## src/rtl/pc_counter_16b_pkg.sv

```systemverilog
// -----------------------------------------------------------------------------
// pc_counter_16b_pkg
// Shared definitions for the 6502 program-counter block and the address-bus
// driver that consumes its output.
//   - PC_ADDR_W      : address width shared with the bus driver
//   - VEC_RESET_LO/HI: default reset-vector byte addresses
//   - pc_state_e     : vector-fetch / run state encoding (2'b11 is illegal)
//   - pc_sext8       : sign extension of an 8-bit relative offset
// -----------------------------------------------------------------------------
package pc_counter_16b_pkg;

    localparam int PC_ADDR_W = 16;

    localparam logic [PC_ADDR_W-1:0] VEC_RESET_LO = 16'hFFFC;
    localparam logic [PC_ADDR_W-1:0] VEC_RESET_HI = 16'hFFFD;

    typedef enum logic [1:0] {
        PC_ST_FETCH_LO = 2'b00,
        PC_ST_FETCH_HI = 2'b01,
        PC_ST_RUN      = 2'b10
    } pc_state_e;

    function automatic logic [PC_ADDR_W-1:0] pc_sext8(input logic [7:0] off);
        return {{(PC_ADDR_W-8){off[7]}}, off};
    endfunction

endpackage

```

## src/rtl/pc_counter_16b_vector_fsm.sv

```systemverilog
// -----------------------------------------------------------------------------
// pc_vector_fsm
// Reset-vector sequencer: walks FETCH_LO -> FETCH_HI -> RUN on memory acks and
// holds the captured vector low byte until the high byte arrives.
//
// state    | meaning
// ---------+------------------------------------------------------------
// FETCH_LO | requesting vector low byte, waiting for data_valid
// FETCH_HI | low byte held, requesting vector high byte
// RUN      | vector loaded, pc follows load/inc (and branch) commands
// (2'b11)  | illegal, recovers to FETCH_LO on the next edge
//
// Ports:
//   clk, rst    : clock, asynchronous active-high reset
//   data_in     : latched memory byte
//   data_valid  : memory ack for data_in
//   state       : current sequencer state
//   lo_byte     : captured vector low byte
//   vec_fetch   : registered, high while a vector byte is being requested
//   busy        : registered, high in any state other than RUN
// -----------------------------------------------------------------------------
module pc_vector_fsm
    import pc_counter_16b_pkg::*;
(
    input  logic       clk,
    input  logic       rst,
    input  logic [7:0] data_in,
    input  logic       data_valid,
    output pc_state_e  state,
    output logic [7:0] lo_byte,
    output logic       vec_fetch,
    output logic       busy
);

    // vec_fetch/busy are registered alongside the state so they change on the
    // same edge that moves pc to the loaded vector.
    always_ff @(posedge clk or posedge rst) begin
        if (rst) begin
            state     <= PC_ST_FETCH_LO;
            lo_byte   <= 8'h00;
            vec_fetch <= 1'b1;
            busy      <= 1'b1;
        end else begin
            case (state)
                PC_ST_FETCH_LO: begin
                    vec_fetch <= 1'b1;
                    busy      <= 1'b1;
                    if (data_valid) begin
                        lo_byte <= data_in;
                        state   <= PC_ST_FETCH_HI;
                    end
                end
                PC_ST_FETCH_HI: begin
                    if (data_valid) begin
                        state     <= PC_ST_RUN;
                        vec_fetch <= 1'b0;
                        busy      <= 1'b0;
                    end else begin
                        vec_fetch <= 1'b1;
                        busy      <= 1'b1;
                    end
                end
                PC_ST_RUN: begin
                    vec_fetch <= 1'b0;
                    busy      <= 1'b0;
                end
                default: begin
                    state     <= PC_ST_FETCH_LO;
                    lo_byte   <= 8'h00;
                    vec_fetch <= 1'b1;
                    busy      <= 1'b1;
                end
            endcase
        end
    end

endmodule

```

## src/rtl/pc_counter_16b.sv

```systemverilog
// -----------------------------------------------------------------------------
// pc_counter_16b
// 16-bit program counter for the 6502 datapath. After reset it fetches the
// reset vector from VEC_LO/VEC_HI through a byte handshake, then counts.
// In RUN the command priority per edge is load > (branch >) inc > hold.
//
// Optional feature macro: PC_COUNTER_BRANCH_EN
//   adds branch / branch_offset ports; pc += sign_extend(branch_offset).
//
// Ports:
//   clk, rst       : clock, asynchronous active-high reset
//   data_in        : latched memory byte during vector fetch
//   data_valid     : memory ack, data_in valid this cycle
//   inc            : pc <= pc + 1 (RUN only)
//   load           : pc <= load_value (RUN only)
//   load_value     : parallel load value
//   branch         : pc <= pc + sext(branch_offset) (RUN only, macro only)
//   branch_offset  : two's-complement relative offset (macro only)
//   pc             : registered fetch address
//   vec_fetch      : high while the vector sequence requests a byte
//   busy           : high in any state other than RUN
// -----------------------------------------------------------------------------
module pc_counter_16b
    import pc_counter_16b_pkg::*;
#(
    parameter logic [PC_ADDR_W-1:0] VEC_LO = VEC_RESET_LO,
    parameter logic [PC_ADDR_W-1:0] VEC_HI = VEC_RESET_HI
)(
    input  logic                 clk,
    input  logic                 rst,
    input  logic [7:0]           data_in,
    input  logic                 data_valid,
    input  logic                 inc,
    input  logic                 load,
    input  logic [PC_ADDR_W-1:0] load_value,
`ifdef PC_COUNTER_BRANCH_EN
    input  logic                 branch,
    input  logic [7:0]           branch_offset,
`endif
    output logic [PC_ADDR_W-1:0] pc,
    output logic                 vec_fetch,
    output logic                 busy
);

    pc_state_e  state;
    logic [7:0] lo_byte;

    pc_vector_fsm u_vector_fsm (
        .clk        (clk),
        .rst        (rst),
        .data_in    (data_in),
        .data_valid (data_valid),
        .state      (state),
        .lo_byte    (lo_byte),
        .vec_fetch  (vec_fetch),
        .busy       (busy)
    );

    // pc steps in lockstep with the sequencer: it presents the byte address
    // being requested and takes the assembled vector on the final ack.
    // Commands are only decoded in RUN, so nothing is queued while busy.
    always_ff @(posedge clk or posedge rst) begin
        if (rst) begin
            pc <= VEC_LO;
        end else begin
            case (state)
                PC_ST_FETCH_LO: begin
                    pc <= data_valid ? VEC_HI : VEC_LO;
                end
                PC_ST_FETCH_HI: begin
                    if (data_valid)
                        pc <= {data_in, lo_byte};
                    else
                        pc <= VEC_HI;
                end
                PC_ST_RUN: begin
                    if (load)
                        pc <= load_value;
`ifdef PC_COUNTER_BRANCH_EN
                    else if (branch)
                        pc <= pc + pc_sext8(branch_offset);
`endif
                    else if (inc)
                        pc <= pc + 16'd1;
                end
                default: begin
                    pc <= VEC_LO;
                end
            endcase
        end
    end

endmodule
```

## config.mk

```make
export PLATFORM = sky130hd
export DESIGN_NAME = pc_counter_16b
export DESIGN_NICKNAME = d
export VERILOG_FILES = /design/src/rtl/pc_counter_16b_pkg.sv /design/src/rtl/pc_counter_16b_vector_fsm.sv /design/src/rtl/pc_counter_16b.sv
export SDC_FILE = /design/constraint.sdc
export NUM_CORES = 1
export LEC_CHECK = 0
export CORE_ASPECT_RATIO = 1.25
export CORE_MARGIN = 1.5
export CORE_UTILIZATION = 30
export DETAILED_ROUTE_END_ITERATION = 10
export PLACE_DENSITY_LB_ADDON = 0.12
export REMOVE_ABC_BUFFERS = 1
export SYNTH_ARGS = -nofsm -noshare
export SYNTH_HDL_FRONTEND = slang
export SYNTH_SLANG_ARGS = --single-unit
```

## constraint.sdc

```tcl
create_clock -name clk -period 2.4 [get_ports clk]
set_input_delay 0.6 -clock clk [delete_from_list [all_inputs] [get_ports clk]]
set_output_delay 0.6 -clock clk [all_outputs]
set_load 0.02 [all_outputs]
```

==> flow_summary.ini, run 1 <==
[outcome]
status = finished, final reports clean

[detailed_routing]
vias_per_cell = 5.41
wirelength_um = 5850
final_antenna_net_count = 0
drc_errors = 0
routedWlPerCell_um = 17.3
via_count = 1829
drt_first_pass_iters = 6
drtIter0Drc = 119

[placement]
pre_cts_ws_ns = 0.189
buffer_ports.inserted = 46
gp_congestion = 0.783
hpwl_um = 4360
placed_cells = 334

[pwr]
vdd_drop_max_v = 0.000672
p_per_area_nw_per_um2 = 1310
leakagePower_nw = 0.970

[clocking]
cts_sinks = 27
clock-root-buffer = clkbuf_8
holdBufCountCts = 0
clk_pin_slew_ns = 0.10
numCtsBuffers = 3
cts_tree = yes
clock_latency_ns = 0.28
cts_max_path_buffers = 2
cts_resized = 0
post-cts-setup-buffer-count = 0
cts_htree_levels = 1

[synth]
synth_top_area_share = 0.212
synth.distinct_cells = 50
postSynthCellCount = 208
synthFlopType = dfstp_2
synth_edf_count = 0
synth_area_sq_um = 1860
syn_area_per_cell_sq_um = 8.93
ys_warn_count = 0
synth-seq-cells = 27
async_flop_share = 1.00
synthTopCellsByArea = dfstp_2, dfrtp_1, a22o_1
synth_top_cell_by_area = dfstp_2
ys_seq_area_frac = 0.374

[critical_path]
start_kind = register
critPathCaptureType = output pin
cp_cell_sequence = clkdlybuf4s50_1
cp.depth = 1
r2r-end = pc[11]$_DFFE_PP1P_
crit_fanout = 8
rrSetupSlack_ns = 0.48
critPathBufInv = 1
critPathTopFamily = buffers and inverters
path_class = reg2out
slowest_delay_ns = 0.64
worstPathArrival_ns = 1.55
slowest_stage = clkdlybuf4s50_1
reg2reg_from = u_vector_fsm.state[0]$_DFFE_PP0P_
reg2reg_depth = 6
cp.required_ns = 1.80

[timing]
period_needed_ns = 2.15
setup_viol = 0
relSlewSlack = 0.610
fin_crit_sh = 0.894
finalSetupTns_ns = 0
fmax_mhz = 466
finalHoldViolCount = 0
timing.hold.ws_ns = 0.515
grt_setup_unrepaired = false
clock_skew_ns = 0.00245
final_max_slew_viol_count = 0
setup_ws_ns = 0.254
worst_slew_pin_slew_ns = 0.584

[floorplanning]
die_h_um = 91.0
row_count = 31
dieArea_sq_um = 6670
start_util = 0.315
io_pins = 47
coreArea_sq_um = 5900
die_w_um = 73.4

[finish]
antennaDiodeCount = 0
area_growth_syn_to_layout_pct = 34.5
drive_gt1_frac = 0.156
area.sequential_sq_um = 694
layout.cells.non_filler = 338
fin_nets = 291
num-fill-cells = 622
multi_input_area_sq_um = 1050

[hold_path]
whs_path_depth = 2
hp-class = reg2reg
hold_start = pc[15]$_DFFE_PP1P_
holdPathEnd = pc[15]$_DFFE_PP1P_

[run]
maxCapViolCount = 0

[grt]
antenna_found_initial = 0
grt_overflow = 0
grt_util_all_layers = 0.182
grt_max_degree = 28
grt_pass1_vias = 1871
grt_pass1_wl_um = 9340
==> layer usage <==
metal	wire, um	track usage	vias to the layer above
met4	143	0.0725	0
met5	0	0	-
li1	-	-	899
met2	2870	0.305	47
met1	2610	0.229	872
met3	227	0.0277	11
==> synthesized netlist by cell type, types with 2 or more instances <==
master     n
nor2_1    13
buf_2      6
nor4_1     2
and3_1     2
and2_1     4
o22a_1     3
a41oi_1    2
dfstp_2   15
nand2_1   15
o21ai_0   12
nand2b_1   4
ha_1       5
clkbuf_1   8
o31ai_1    5
o22ai_1    2
a21oi_1    5
a31oi_1    7
nand3_1    7
a32o_1     2
nor3_1     3
dfrtp_1   12
inv_1     10
nand4_1    5
a21o_1     2
nor3b_1    5
a32oi_1    7
a211oi_1   8
or4_1      2
a22o_1    12
nor4b_1    3
==> layout make-up <==
type                    count  area share
clock buffers               4      0.0180
flip-flops and latches     27       0.278
repair buffers             60       0.226
inverters                  10      0.0150
well taps                  82      0.0411
multi-input cells         155       0.421
==> power by group <==
part | leakage (nW) | internal [mW] | switching, mW
clock network | 0.0228 | 0.119 | 0.151
logic | 0.631 | 0.879 | 1.00
registers | 0.316 | 0.789 | 0.322
==> cells in the final DEF, fill, tap and decap left out, drive strengths merged, types with 2 or more instances in the layout <==
master / instances
a41oi: 2
nand3: 8
o31ai: 5
a211oi: 8
buf: 14
a31oi: 7
o22ai: 2
nor3: 3
or4: 2
inv: 10
clkdlybuf4s50: 46
a21oi: 5
a32o: 2
clkbuf: 4
o21ai: 12
a32oi: 7
dfrtp: 12
ha: 5
nand2b: 4
dfstp: 15
nand2: 15
nor3b: 5
and2: 4
nand4: 6
nor4b: 3
and3: 3
a22o: 12
o22a: 4
nor4: 2
nor2: 13
a21o: 2
==> cell families (layout without fill, tap and decap cells) <==
family,Yosys count,in the layout,share of synthesized area
flip-flops,27,27,0.374
adder cells (fa/ha/maj),5,5,0.0337
XOR/XNOR,2,2,0.00944
AND/OR/NAND/NOR,70,70,0.208
AO/OA/AOI/OAI,76,76,0.304
buffers and inverters,26,74,0.0593
multiplexers,2,2,0.0115
==> per-stage QoR <==
step	area (sq um)	utilization	total power [mW]
floorplan	1780	-	2.23
global placement	2450	0.416	2.99
detailed placement	2450	0.416	2.99
CTS	2500	0.424	3.28
global route	2500	0.424	3.53
finish	2500	0.424	3.26
==> registers in the layout, summed over array words and instances (netlist names) <==
signal / count
pc: 16
u_vector_fsm.busy: 1
u_vector_fsm.lo_byte: 8
u_vector_fsm.state: 2
==> worst max-delay path by stage <==
stage,slack [ns],from,to
floorplan,0.54,u_vector_fsm.state[0]$_DFFE_PP0P_,pc[13]$_DFFE_PP1P_
global placement,0.16,load,pc[12]$_DFFE_PP1P_
detailed placement,0.19,load,pc[12]$_DFFE_PP1P_
CTS,0.25,pc[2]$_DFFE_PP1P_,pc[2]
global route,0.19,u_vector_fsm.state[0]$_DFFE_PP0P_,pc[11]$_DFFE_PP1P_
finish,0.25,pc[2]$_DFFE_PP1P_,pc[2]
No activity file was read; power rests on OpenSTA's default activity.
==> run 2, diff against run 1 <==
--- a/config.mk
+++ b/config.mk
@@ -14,3 +14,4 @@
 export SYNTH_ARGS = -nofsm -noshare
 export SYNTH_HDL_FRONTEND = slang
 export SYNTH_SLANG_ARGS = --single-unit
+export TNS_END_PERCENT = 20
==> results of run 2 <==
Same layout as run 1: the final DEF is identical, and so are final timing and power.
==> run 3, diff against run 2 <==
--- a/config.mk
+++ b/config.mk
@@ -9,7 +9,9 @@
 export CORE_MARGIN = 1.5
 export CORE_UTILIZATION = 30
 export DETAILED_ROUTE_END_ITERATION = 10
+export GPL_TIMING_DRIVEN = 0
 export PLACE_DENSITY_LB_ADDON = 0.12
+export RECOVER_POWER = 25
 export REMOVE_ABC_BUFFERS = 1
 export SYNTH_ARGS = -nofsm -noshare
 export SYNTH_HDL_FRONTEND = slang
==> flow_summary.ini, run 3 (same netlist as run 1, synthesis figures left out) <==
[finish]
top_register = pc
final_cell_mix = clkdlybuf4s50_1, nand2_1, dfstp_2
fin_nets = 277
utilization = 0.409
layout.cells.non_filler = 324
area_growth_syn_to_layout_pct = 29.7
antennaDiodeCount = 0
largest_reg_flops = 16
largest_registers = pc (16), u_vector_fsm.lo_byte (8), u_vector_fsm.state (2)
final_common_cell = clkdlybuf4s50_1
finalInstanceArea_sq_um = 2410
drive_gt1_frac = 0.128

[critical_path]
cp_cell_sequence = inv_1 > ha_2 > nand2b_1 > nor2_2 > a211oi_1 > o22ai_1
slowest_delay_ns = 0.48
crit_fanout = 18
r2r-end = pc[3]$_DFFE_PP1P_
start_kind = register
critPathCaptureType = register
slowest_stage = nor2_2
critPathBufInv = 1
reg2reg_from = u_vector_fsm.state[0]$_DFFE_PP0P_
worstPathArrival_ns = 2.36
path_class = reg2reg
critPathTopFamily = simple AND/OR/NAND/NOR gates
rrSetupSlack_ns = 0.25
cp.required_ns = 2.61
reg2reg_depth = 6

[hold_path]
whs_path_depth = 2
hold_start = pc[15]$_DFFE_PP1P_
holdPathEnd = pc[15]$_DFFE_PP1P_
hp-class = reg2reg

[clocking]
cts_max_path_buffers = 2
clock-root-buffer = clkbuf_8
cts_sinks = 27
clock_latency_ns = 0.28
cts_tree = yes
cts_htree_levels = 1
post-cts-setup-buffer-count = 0
clk_pin_slew_ns = 0.10
numCtsBuffers = 3
holdBufCountCts = 0

[placement]
placed_area_sq_um = 2350
gp_congestion = 0.773
placed_cells = 320
buffer_ports.inserted = 46
hpwl_um = 4110
pre_cts_ws_ns = -0.559

[detailed_routing]
wirelength_um = 5630
drc_errors = 0
vias_per_cell = 5.57
routedWlPerCell_um = 17.4
drtIter0Drc = 172
drt_first_pass_iters = 5
final_antenna_net_count = 0
via_count = 1806

[run]
maxCapViolCount = 0

[floorplanning]
row_count = 31
start_util = 0.315
coreArea_sq_um = 5900
io_pins = 47
die_h_um = 91.0
dieArea_sq_um = 6670
die_w_um = 73.4

[grt]
grt_util_all_layers = 0.181
grt_overflow = 0
grt_pass1_vias = 1769
grt_pass1_wl_um = 9490
grt_max_degree = 28
antenna_found_initial = 0

[timing]
setup_ws_ns = 0.250
finalHoldViolCount = 0
relSlewSlack = 0.258
worst_slew_pin_slew_ns = 1.11
grt_setup_unrepaired = false
setup_viol = 0
fmax_mhz = 465
final_max_slew_viol_count = 0
period_needed_ns = 2.15
finalSetupTns_ns = 0
fin_crit_sh = 0.896
timing.hold.ws_ns = 0.505
clock_skew_ns = 0.00411

[pwr]
p_per_area_nw_per_um2 = 1330
leakagePower_nw = 0.907
vdd_drop_max_v = 0.000654
power_mw = 3.20

[outcome]
status = finished, final reports clean
## run 3: layout make-up
cell class                      count  area (sq um)
Inverter                           10          37.5
Clock buffer                        4          45.0
Sequential cell                    27           694
Timing Repair Buffer               46           463
Fill cell                         626          3490
Multi-Input combinational cell    155          1070
Tap cell                           82           103
## run 3: tightest hold or removal path: cells and delay by family (launching register included)
kind / cells / cell delay (ns)
buffers and inverters: 1 / 0.06
flip-flops: 1 / 0.38
AO/OA/AOI/OAI: 1 / 0.07
## run 3: per-layer routing
| layer | vias to the layer above | routed length [um] | global-route usage |
|---|---|---|---|
| met1 | 886 | 2580 | 0.262 |
| li1 | 870 | - | - |
| met4 | 0 | 53 | 0.0478 |
| met2 | 46 | 2830 | 0.286 |
| met3 | 4 | 171 | 0.0178 |
| met5 | - | 0 | 0 |
## run 3: power breakdown
group / leakage [nW] / internal (mW) / switching [mW] / total, mW
combinational: 0.568 / 0.838 / 0.991 / 1.83
clock: 0.0228 / 0.120 / 0.156 / 0.275
sequential: 0.316 / 0.789 / 0.311 / 1.10
## run 3: worst max path at each step
stage | from | cells after the start | end | slack, ns
final | u_vector_fsm.state[0]$_DFFE_PP0P_ | 6 | pc[3]$_DFFE_PP1P_ | 0.25
after global routing | u_vector_fsm.state[0]$_DFFE_PP0P_ | 6 | pc[15]$_DFFE_PP1P_ | 0.07
after CTS | load | 5 | pc[3]$_DFFE_PP1P_ | -0.02
after detailed placement | load | 5 | pc[3]$_DFFE_PP1P_ | -0.56
after global placement | load | 5 | pc[3]$_DFFE_PP1P_ | -0.60
after floorplan | u_vector_fsm.state[0]$_DFFE_PP0P_ | 6 | pc[13]$_DFFE_PP1P_ | 0.54
## run 3: repair_timing
action | in CTS | in global routing
setup endpoints to repair | 12 | 11
gates resized for setup | 2 | 4
hold endpoints to repair | 0 | 0
cloned | 0 | 0
